## src/rtl/tac_event_tagger.sv

```systemverilog
// tac_event_tagger: synchronises raw PMT and sync pulses, measures the cycles
// elapsed since the latest sync edge for each photon, quantises that delay to
// a histogram bin, and queues the bins in a first-word fall-through FIFO that
// the histogram accumulator drains through a valid/ready handshake.
module tac_event_tagger #(
    parameter int NBINS      = 128,
    parameter int BIN_SHIFT  = 0,
    parameter int FIFO_DEPTH = 8
) (
    input  logic                     clk_in,
    input  logic                     rst_n_in,
    input  logic                     en_in,
    input  logic                     clr_in,
    input  logic                     pmt_in,
    input  logic                     sync_in,
    input  logic                     ev_ready_in,
    output logic                     ev_valid_out,
    output logic [$clog2(NBINS)-1:0] ev_bin_out,
    output logic [31:0]              photon_cnt_out,
    output logic [31:0]              sync_cnt_out,
    output logic [15:0]              drop_cnt_out,
    output logic [15:0]              unsync_cnt_out,
    output logic                     pmt_out
);

    localparam int          BW  = $clog2(NBINS);
    localparam int          AW  = $clog2(FIFO_DEPTH);
    localparam logic [15:0] OVF = 16'(NBINS - 1);

    // Clamp the shifted delay into the bin range; anything past the last
    // regular bin lands in the overflow bin.
    function automatic logic [BW-1:0] to_bin(input logic [15:0] elapsed);
        logic [15:0] raw;
        raw = elapsed >> BIN_SHIFT;
        if (raw >= OVF) begin
            return BW'(NBINS - 1);
        end
        return raw[BW-1:0];
    endfunction

    function automatic logic [15:0] sat_inc16(input logic [15:0] v);
        return (v == 16'hFFFF) ? v : v + 16'd1;
    endfunction

    // Stage 0: synchroniser chains
    logic pmt_s1_q, pmt_s2_q, pmt_s3_q;
    logic sync_s1_q, sync_s2_q, sync_s3_q;

    // Stage 1: registered edge pulses
    logic pmt_edge_q, sync_edge_q;
    logic pmt_edge_d, sync_edge_d;

    // Stage 2: timing state, counters and FIFO
    logic        have_sync_q, have_sync_d;
    logic [15:0] elapsed_q, elapsed_d;
    logic [31:0] photon_cnt_q, photon_cnt_d;
    logic [31:0] sync_cnt_q, sync_cnt_d;
    logic [15:0] drop_cnt_q, drop_cnt_d;
    logic [15:0] unsync_cnt_q, unsync_cnt_d;
    logic [AW:0] wr_ptr_q, wr_ptr_d;
    logic [AW:0] rd_ptr_q, rd_ptr_d;
    logic [BW-1:0] mem_q [FIFO_DEPTH];

    logic          fifo_empty, fifo_full;
    logic          have_sync_now, want_push, push, pop;
    logic          drop_evt, unsync_evt;
    logic [BW-1:0] bin_d;

    assign pmt_edge_d  = pmt_s2_q & ~pmt_s3_q;
    assign sync_edge_d = sync_s2_q & ~sync_s3_q;

    assign fifo_empty = (wr_ptr_q == rd_ptr_q);
    assign fifo_full  = (wr_ptr_q[AW] != rd_ptr_q[AW]) &&
                        (wr_ptr_q[AW-1:0] == rd_ptr_q[AW-1:0]);

    // A sync edge in the same cycle as a photon arms tagging immediately.
    assign have_sync_now = have_sync_q | sync_edge_q;
    assign want_push     = en_in & pmt_edge_q & have_sync_now;
    assign pop           = ~fifo_empty & ev_ready_in;
    // A concurrent pop frees the slot, so a full FIFO can still accept.
    assign push          = want_push & (~fifo_full | pop);
    assign drop_evt      = want_push & fifo_full & ~pop;
    assign unsync_evt    = en_in & pmt_edge_q & ~have_sync_now;

    // The photon uses the elapsed value being loaded this cycle, so a
    // coincident sync edge gives 0 and the following cycle gives 1.
    assign bin_d = to_bin(elapsed_d);

    // Next-state for elapsed timer, sync flag, statistics and FIFO pointers.
    always_comb begin
        elapsed_d    = elapsed_q;
        have_sync_d  = have_sync_q;
        photon_cnt_d = photon_cnt_q;
        sync_cnt_d   = sync_cnt_q;
        drop_cnt_d   = drop_cnt_q;
        unsync_cnt_d = unsync_cnt_q;
        wr_ptr_d     = wr_ptr_q;
        rd_ptr_d     = rd_ptr_q;

        if (sync_edge_q) begin
            elapsed_d   = 16'd0;
            have_sync_d = 1'b1;
        end else begin
            elapsed_d = sat_inc16(elapsed_q);
        end

        if (clr_in) begin
            photon_cnt_d = 32'd0;
            sync_cnt_d   = 32'd0;
            drop_cnt_d   = 16'd0;
            unsync_cnt_d = 16'd0;
        end else begin
            if (pmt_edge_q)  photon_cnt_d = photon_cnt_q + 32'd1;
            if (sync_edge_q) sync_cnt_d   = sync_cnt_q + 32'd1;
            if (drop_evt)    drop_cnt_d   = sat_inc16(drop_cnt_q);
            if (unsync_evt)  unsync_cnt_d = sat_inc16(unsync_cnt_q);
        end

        if (push) wr_ptr_d = wr_ptr_q + 1'b1;
        if (pop)  rd_ptr_d = rd_ptr_q + 1'b1;
    end

    // Control and status registers with synchronous active-low reset.
    always_ff @(posedge clk_in) begin
        if (!rst_n_in) begin
            pmt_s1_q     <= 1'b0;
            pmt_s2_q     <= 1'b0;
            pmt_s3_q     <= 1'b0;
            sync_s1_q    <= 1'b0;
            sync_s2_q    <= 1'b0;
            sync_s3_q    <= 1'b0;
            pmt_edge_q   <= 1'b0;
            sync_edge_q  <= 1'b0;
            have_sync_q  <= 1'b0;
            elapsed_q    <= 16'hFFFF;
            photon_cnt_q <= 32'd0;
            sync_cnt_q   <= 32'd0;
            drop_cnt_q   <= 16'd0;
            unsync_cnt_q <= 16'd0;
            wr_ptr_q     <= '0;
            rd_ptr_q     <= '0;
        end else begin
            pmt_s1_q     <= pmt_in;
            pmt_s2_q     <= pmt_s1_q;
            pmt_s3_q     <= pmt_s2_q;
            sync_s1_q    <= sync_in;
            sync_s2_q    <= sync_s1_q;
            sync_s3_q    <= sync_s2_q;
            pmt_edge_q   <= pmt_edge_d;
            sync_edge_q  <= sync_edge_d;
            have_sync_q  <= have_sync_d;
            elapsed_q    <= elapsed_d;
            photon_cnt_q <= photon_cnt_d;
            sync_cnt_q   <= sync_cnt_d;
            drop_cnt_q   <= drop_cnt_d;
            unsync_cnt_q <= unsync_cnt_d;
            wr_ptr_q     <= wr_ptr_d;
            rd_ptr_q     <= rd_ptr_d;
        end
    end

    // FIFO storage; contents are only meaningful between the pointers.
    always_ff @(posedge clk_in) begin
        if (push) begin
            mem_q[wr_ptr_q[AW-1:0]] <= bin_d;
        end
    end

    assign ev_valid_out   = ~fifo_empty;
    assign ev_bin_out     = fifo_empty ? '0 : mem_q[rd_ptr_q[AW-1:0]];
    assign photon_cnt_out = photon_cnt_q;
    assign sync_cnt_out   = sync_cnt_q;
    assign drop_cnt_out   = drop_cnt_q;
    assign unsync_cnt_out = unsync_cnt_q;
    assign pmt_out        = pmt_edge_q;

endmodule
```

## config.mk

```make
export PLATFORM = sky130hd
export DESIGN_NAME = tac_event_tagger
export DESIGN_NICKNAME = d
export VERILOG_FILES = /design/src/rtl/tac_event_tagger.sv
export SDC_FILE = /design/constraint.sdc
export NUM_CORES = 1
export LEC_CHECK = 0
export CAP_MARGIN = 0
export CORE_MARGIN = 1
export CORE_UTILIZATION = 40
export DETAILED_ROUTE_END_ITERATION = 10
export DONT_BUFFER_PORTS = 1
export HOLD_SLACK_MARGIN = 0.15
export PLACE_DENSITY = 0.58
export SYNTH_ARGS = -nofsm -noshare
export SYNTH_HDL_FRONTEND = slang
export SYNTH_SLANG_ARGS = --single-unit
```

## constraint.sdc

```tcl
create_clock -name clk_in -period 3.71 [get_ports clk_in]
set_clock_uncertainty 0.1 [all_clocks]
set_input_delay 0.371 -clock clk_in [delete_from_list [all_inputs] [get_ports clk_in]]
set_output_delay 0.371 -clock clk_in [all_outputs]
set_load 0.01 [all_outputs]
```

==> metrics.md, run 1 <==
| Metric | Value |
|---|---|
| Rows | `51` |
| Final Cycle Share | `88.1%` |
| Flop pwr share | `47.1%` |
| Worst-Margin Slew | `1.00 ns` |
| Simple-Gate Fraction of Synth Area | `21.7%` |
| Reg-to-reg setup timing slack | `0.44 ns` |
| Layout Cells excl Fill | `1061` |
| CTS tree | `yes` |
| Clock latency on the worst-skew pair | `0.42 ns` |
| Worst r2r dst | `mem_q[4][1]` |
| Post-synth EDFFs | `56` |
| CTS resizes | `0` |
| I/O pin cnt | `112` |
| DRT iter0 DRCs | `270` |
| Final WS setup | `0.441 ns` |
| CTS clk-pin slew, worst paths | `0.07 ns` |
| Vias in the first global route | `5366` |
| Top_reg_cell synth | `dfxtp_1` |
| Number of detailed-route iterations in the first pass | `5` |
| Vias per inst | `5.28` |
| Power Total | `4.87 mW` |
| Adder-cell share of the synthesized area | `1.08%` |
| Register-to-Register Path Depth | `7` |
| Share of layout cells above drive strength 1 | `7.66%` |
| Post CTS Setup Buffer Count | `0` |
| DR WL/cell | `16.1 um` |
| Ys Warns | `0` |
| Initial antenna violation count | `0` |
| Post-Syn Instances | `792` |
| Unique masters post-synth | `48` |
| Synth Area in XOR/XNOR | `11.0%` |
| Fraction of synthesized area in multiplexers | `5.72%` |
| Placed cell area | `0.00834 sq mm` |
| Max cap viols | `0` |
| Peak VDD IR | `0.325 mV` |
| Nets | `797` |
| Synth Area in Compound Gates | `4.26%` |
| DRC | `0` |
| Asr flop ratio synth | `0%` |
| Syn nets | `806` |
| Cell area after layout | `0.00900 sq mm` |
| Final design utilization | `45.7%` |
| Switching Power | `1.37 mW` |
| Core outline area | `0.0197 sq mm` |
| FF+latch count, synth | `188` |
| Global-route wire length before repair | `27200 um` |
| Rel. slew slack | `32.1%` |
| Combinational share of power | `14.1%` |
| Fin Hold WS | `0.172 ns` |
| Outcome | `finished clean` |
| Final GP Congestion | `0.819` |
| Largest net degree at the start of global routing | `97` |
| Multi-input gate area | `0.00356 sq mm` |
| Worst-path fanout max | `8` |
| GRT Total Usage | `16.7%` |
| Post-DP HPWL | `11800 um` |
| Initial cell density of the core | `41.3%` |
| H-tree levels | `4` |
| Total grt overflow | `0` |
| RSZ-0062 raised after global routing | `no` |
| CTS Buffer Depth | `2` |
| Cell Int Power | `3.50 mW` |
| Critical Path Sink Type | `register` |
| Die Wd | `145 um` |
| Fin. Hold Viols | `0` |
| Power Dens Cells | `540 mW/mm^2` |
| Syn avg cell area | `10.3 sq um` |
| FF/Latch Area | `0.00432 sq mm` |
| Worst Hold Class | `in -> reg` |
| TNS Setup | `0 ns` |
| Final wirelength | `17000 um` |
| Setup crit start kind | `register` |
| Area added between synthesis and finish | `10.7%` |
| Sw Share | `28.1%` |
| Die area | `0.0209 sq mm` |
| Clock group share of total power | `38.7%` |
| Final setup viols | `0` |
| Root Driver | `clkbuf_16` |
| Fin. max-slew vios | `0` |
| Largest family of logic cells by synthesized area | `simple AND/OR/NAND/NOR gates` |
| Min Clock Period, post-route | `3.27 ns` |
| Critical Path RT | `3.65 ns` |
| Post-synthesis sequential area ratio | `53.2%` |
| Total vias in the final route | `5597` |
| Height of the chip | `145 um` |
| Max Freq | `306 MHz` |
| Clock sinks | `188` |
| Synth Cell Area | `0.00813 sq mm` |
| Setup Crit Path Kind | `reg -> reg` |
| CTS Buf Count | `17` |
| Pleak | `2.72 nW` |
| WHS Path Cells | `3` |
| Detail Route Antenna Nets | `0` |
| Fillcell total | `1814` |
| Worst slack at placement | `0.491 ns` |
| IO buf count | `0` |
| Placed Instances | `1025` |
| Diode count | `0` |
| Reg2reg start | `elapsed_q[0]` |
| Worst Path Arrival | `3.21 ns` |
| Min-delay src | `ev_ready_in` |
==> power groups by stage <==
stage	registers [mW]	clock network, mW	logic (mW)
6_report	2.29	1.88	0.688
2_1_floorplan	2.30	0	0.576
4_1_cts	2.29	1.94	0.689
3_5_place_dp	2.34	0	0.676
5_1_grt	2.30	2.01	0.776
3_3_place_gp	2.33	0	0.669
==> synthesized netlist by cell type (all sizes together), types with 12 or more instances <==
library cell / instances / area [sq um]
a21oi: 15 / 75.1
clkbuf: 26 / 98.8
nand4: 25 / 156
mux2i: 15 / 150
o21ai: 21 / 105
xor2: 39 / 342
dfxtp: 132 / 2640
edfxtp: 56 / 1680
xnor2: 63 / 552
nor3: 27 / 140
nand2: 52 / 195
and3: 12 / 75.1
nor2: 121 / 454
and2: 16 / 101
mux4: 14 / 315
inv: 18 / 67.6
nor4: 18 / 140
buf: 13 / 87.6
nand3: 37 / 185
==> cells by family (layout without fill, tap and decap cells) <==
logic type / after synthesis / count (layout)
DFF: 188 / 188
muxes: 29 / 29
AOI/OAI and AO/OA: 58 / 58
xor gates and xnor gates: 102 / 102
adders and majority gates: 7 / 7
and+or+nand+nor: 351 / 351
buffers and inverters: 57 / 61
==> state kept, by name, summed over array words and instances, names as in the netlist, named ones only <==
register / flops
sync_s1_q: 1
photon_cnt_out: 32
sync_s2_q: 1
pmt_out: 1
pmt_s2_q: 1
pmt_s1_q: 1
elapsed_q: 16
drop_cnt_out: 16
sync_edge_q: 1
mem_q: 56
unsync_cnt_out: 16
pmt_s3_q: 1
sync_s3_q: 1
rd_ptr_q: 4
sync_cnt_out: 32
wr_ptr_q: 4
have_sync_q: 1
==> layout make-up <==
type                            count  area share, %
Clock buffer                       17           4.73
Inverter                           18          0.751
Multi-Input combinational cell    547           39.6
Clock inverter                     15           2.20
Tap cell                          265           3.68
Sequential cell                   188           48.0
Timing Repair Buffer               11           1.03
==> cells in the final DEF, fill, tap and decap left out, types with 3 or more instances in the layout <==
cell,netlist,final
nor2b_1,7,7
dfxtp_1,132,132
and4_1,11,11
inv_1,18,18
nand4_1,25,25
mux2i_1,15,15
dlygate4sd3_1,0,4
nor3b_1,6,6
ha_1,7,7
o211ai_1,4,4
nand3_1,37,37
o21ai_0,21,21
a31oi_1,7,7
nor3_1,26,26
edfxtp_1,56,56
xor2_1,39,39
inv_6,0,3
inv_8,0,5
a21oi_1,15,15
mux4_2,14,14
clkbuf_16,0,17
or3_1,11,11
nor2_1,121,121
nand2_1,52,52
nor4_1,15,15
and2_1,15,15
buf_4,0,7
xnor2_1,63,63
and3_1,12,12
==> worst max path at each step <==
stage,slack [ns],to,start
final,0.44,mem_q[4][1],elapsed_q[0]
after global routing,0.23,mem_q[0][3],elapsed_q[0]
after CTS,0.47,mem_q[3][2],elapsed_q[0]
after detailed placement,0.49,mem_q[6][2],elapsed_q[0]
after global placement,0.62,mem_q[0][0],elapsed_q[0]
after floorplan,1.23,mem_q[0][3],elapsed_q[0]
==> critical path: stages (launching register included) <==
cell and delay (ns):
dfxtp_1 0.45, ha_1 0.30, nand3_1 0.16, nor4_1 0.27, mux2i_1 0.29, nand2_1 0.09, nor3_1 0.77, a31oi_1 0.46
==> what timing repair did <==
action	in CTS	in global routing
hold endpoints to repair	36	0
hold buffers	4	0
setup endpoints to repair	0	0
==> routing by layer <==
layer	up-vias	share of wire [%]	GRT usage, %
met3	15	6.9	6.19
met5	-	0	0
li1	2750	-	-
met4	0	1.1	4.54
met2	128	47	26.8
met1	2704	45	21.0
Note: power is estimated with default switching activity, not from simulation.
==> inputs of run 2 (changes only) <==
--- a/config.mk
+++ b/config.mk
@@ -7,11 +7,11 @@
 export LEC_CHECK = 0
 export CAP_MARGIN = 0
 export CORE_MARGIN = 1
-export CORE_UTILIZATION = 40
+export CORE_UTILIZATION = 25
 export DETAILED_ROUTE_END_ITERATION = 10
 export DONT_BUFFER_PORTS = 1
 export HOLD_SLACK_MARGIN = 0.15
-export PLACE_DENSITY = 0.58
+export PLACE_DENSITY = 0.42
 export SYNTH_ARGS = -nofsm -noshare
 export SYNTH_HDL_FRONTEND = slang
 export SYNTH_SLANG_ARGS = --single-unit
==> run 2 against run 1 <==
Against the previous run: die area is 59% higher; sequential share of layout area is 1.2 points lower; sequential cell count unchanged; first-iteration DRC count decreased by 9.3%; combinational power grew 3.6%; non-clock buffer count up 10; maximum frequency grew 14%; final cell count up 17%; clock power shrank 5%; utilization is 17 points lower; largest power group unchanged.
==> metrics.md, run 2 (same netlist as run 1, synthesis figures left out) <==
| Metric | Value |
|---|---|
| Worst-Margin Slew | `1.09 ns (+0.0862 ns)` |
| Detail Route Antenna Nets | `0 (unchanged)` |
| Max reg flops | `56 (unchanged)` |
| DRC | `0 (unchanged)` |
| Total grt overflow | `0 (unchanged)` |
| Fin. Hold Viols | `0 (unchanged)` |
| TNS Setup | `0 ns (unchanged)` |
| Hold EP | `sync_edge_q` |
| CTS Buffer Depth | `2 (unchanged)` |
| Max Freq | `350 MHz (+14%)` |
| Final wirelength | `19000 um (+12%)` |
| Min-delay src | `sync_s3_q` |
| Rel. slew slack | `27.1% (-4.9 points)` |
| Share of layout cells above drive strength 1 | `8.56% (+0.90 points)` |
| Reg2reg start | `elapsed_q[0]` |
| Reg-to-reg setup timing slack | `0.85 ns (+0.41 ns)` |
| Critical Path Sink Type | `register` |
| Setup Crit Path Kind | `reg -> reg` |
| CTS tree | `yes` |
| I/O pin cnt | `112 (unchanged)` |
| CTS clk-pin slew, worst paths | `0.08 ns (about the same)` |
| Total vias in the final route | `5550 (-0.84%)` |
| Peak VDD IR | `0.359 mV (+11%)` |
| Rows | `65 (+27%)` |
| Nets | `807 (+1.3%)` |
| Largest net degree at the start of global routing | `72 (-26%)` |
| Layout Cells excl Fill | `1241 (+17%)` |
| CTS Buf Count | `17 (unchanged)` |
| Worst Path Arrival | `2.90 ns (-0.31 ns)` |
| Post CTS Setup Buffer Count | `0 (unchanged)` |
| Power Dens Cells | `520 mW/mm^2 (-3.8%)` |
| Critical Path RT | `3.75 ns (+0.10 ns)` |
| Die area | `0.0333 sq mm (+59%)` |
| Vias per inst | `4.47 (-15%)` |
| Final GP Congestion | `0.771 (-6.0%)` |
| Worst Hold Class | `reg -> reg` |
| Post-DP HPWL | `13000 um (+10%)` |
| GRT Total Usage | `11.8% (-4.9 points)` |
| Initial cell density of the core | `25.6% (-16 points)` |
| Root Driver | `clkbuf_16` |
| Diode count | `0 (unchanged)` |
| Clock sinks | `188 (unchanged)` |
| Height of the chip | `182 um (+26%)` |
| Worst r2r dst | `mem_q[4][2]` |
| Initial antenna violation count | `0 (unchanged)` |
| IO buf count | `0 (unchanged)` |
| Core outline area | `0.0318 sq mm (+61%)` |
| H-tree levels | `4 (unchanged)` |
| DRT iter0 DRCs | `245 (-9.3%)` |
| Min Clock Period, post-route | `2.86 ns (-0.408 ns)` |
| Register-to-Register Path Depth | `7 (unchanged)` |
| Setup crit start kind | `register` |
| Max cap viols | `0 (unchanged)` |
| RSZ-0062 raised after global routing | `no` |
| Number of detailed-route iterations in the first pass | `4 (-1)` |
| Pleak | `2.73 nW (+0.29%)` |
| Most frequent cells in the layout | `dfxtp_1 (132), nor2_1 (121), xnor2_1 (63)` |
| Final setup viols | `0 (unchanged)` |
| Clock latency on the worst-skew pair | `0.43 ns (about the same)` |
| DR WL/cell | `15.3 um (-4.6%)` |
| Vias in the first global route | `5353 (-0.24%)` |
| Worst-path fanout max | `8 (unchanged)` |
| Outcome | `finished clean` |
| Final Cycle Share | `77.1% (-11 points)` |
| Fin. max-slew vios | `0 (unchanged)` |
| Cell area after layout | `0.00923 sq mm (+2.5%)` |
| Most common cell after layout, fill and taps aside | `dfxtp_1` |
| WHS Path Cells | `1 (-2)` |
| Global-route wire length before repair | `30600 um (+12%)` |
| Placed cell area | `0.00863 sq mm (+3.5%)` |
| Placed Instances | `1205 (+18%)` |
| Area added between synthesis and finish | `13.5%` |
| Die Wd | `182 um (+26%)` |
run 2: cell count changes in the layout (fill, tap and decap cells not counted), sizes merged:
cell / previous run / this run
buf: 7 / 17
clkbuf: 17 / 19
clkinv: 4 / 1
bufinv: 2 / 1
inv: 26 / 24
clkinvlp: 1 / 5
run 2: report_power, final:
part	leakage, nW	switching (mW)	total, mW	internal (mW)
Clock	0.261	0.850	1.79	0.943
Combinational	1.02	0.434	0.713	0.279
Sequential	1.45	0.108	2.30	2.19
run 2: worst max path at each step:
stage,start,end
2_1_floorplan,elapsed_q[0],mem_q[0][3]
3_3_place_gp,elapsed_q[0],mem_q[0][5]
3_5_place_dp,elapsed_q[0],mem_q[0][5]
4_1_cts,elapsed_q[0],mem_q[0][5]
5_1_grt,elapsed_q[0],mem_q[5][4]
6_report,elapsed_q[0],mem_q[4][2]
run 2: per-layer routing:
| layer | track usage (%) | wire length [um] |
|---|---|---|
| met5 | 0 | 0 |
| met4 | 3.33 | 199 |
| met2 | 18.4 | 8570 |
| met3 | 3.45 | 1020 |
| met1 | 15.9 | 9220 |
run 2: final cells by class:
type | count | area [sq um]
fillers | 3313 | 22600
repair buffers | 21 | 168
well taps | 435 | 544
clock inverters | 13 | 130
clock buffers | 19 | 433
inverters | 18 | 67.6
flip-flops and latches | 188 | 4320
multi-input cells | 547 | 3560
run 2: what timing repair did:
action,CTS,global route
hold buffers,4,0
hold endpoints to repair,36,0
gates resized for setup,0,0
run 2: per-stage QoR:
stage               util (%)  hold WS [ns]  worst slack (ns)  power, mW
floorplan                  -         0.267              1.23       2.87
global placement        27.1         0.272             0.962       3.05
detailed placement      27.1         0.278             0.915       3.04
CTS                     29.0         0.286             0.879       4.87
global route            29.0         0.303             0.632       5.03
finish                  29.0         0.285             0.849       4.80
run 2: worst max-delay path, stage by stage (launching register included):
cell,delay [ns]
dfxtp_1,0.44
ha_1,0.28
nand3_1,0.16
nor4_1,0.31
xor2_1,0.26
nor2_1,0.08
and3_1,0.30
a31oi_1,0.62
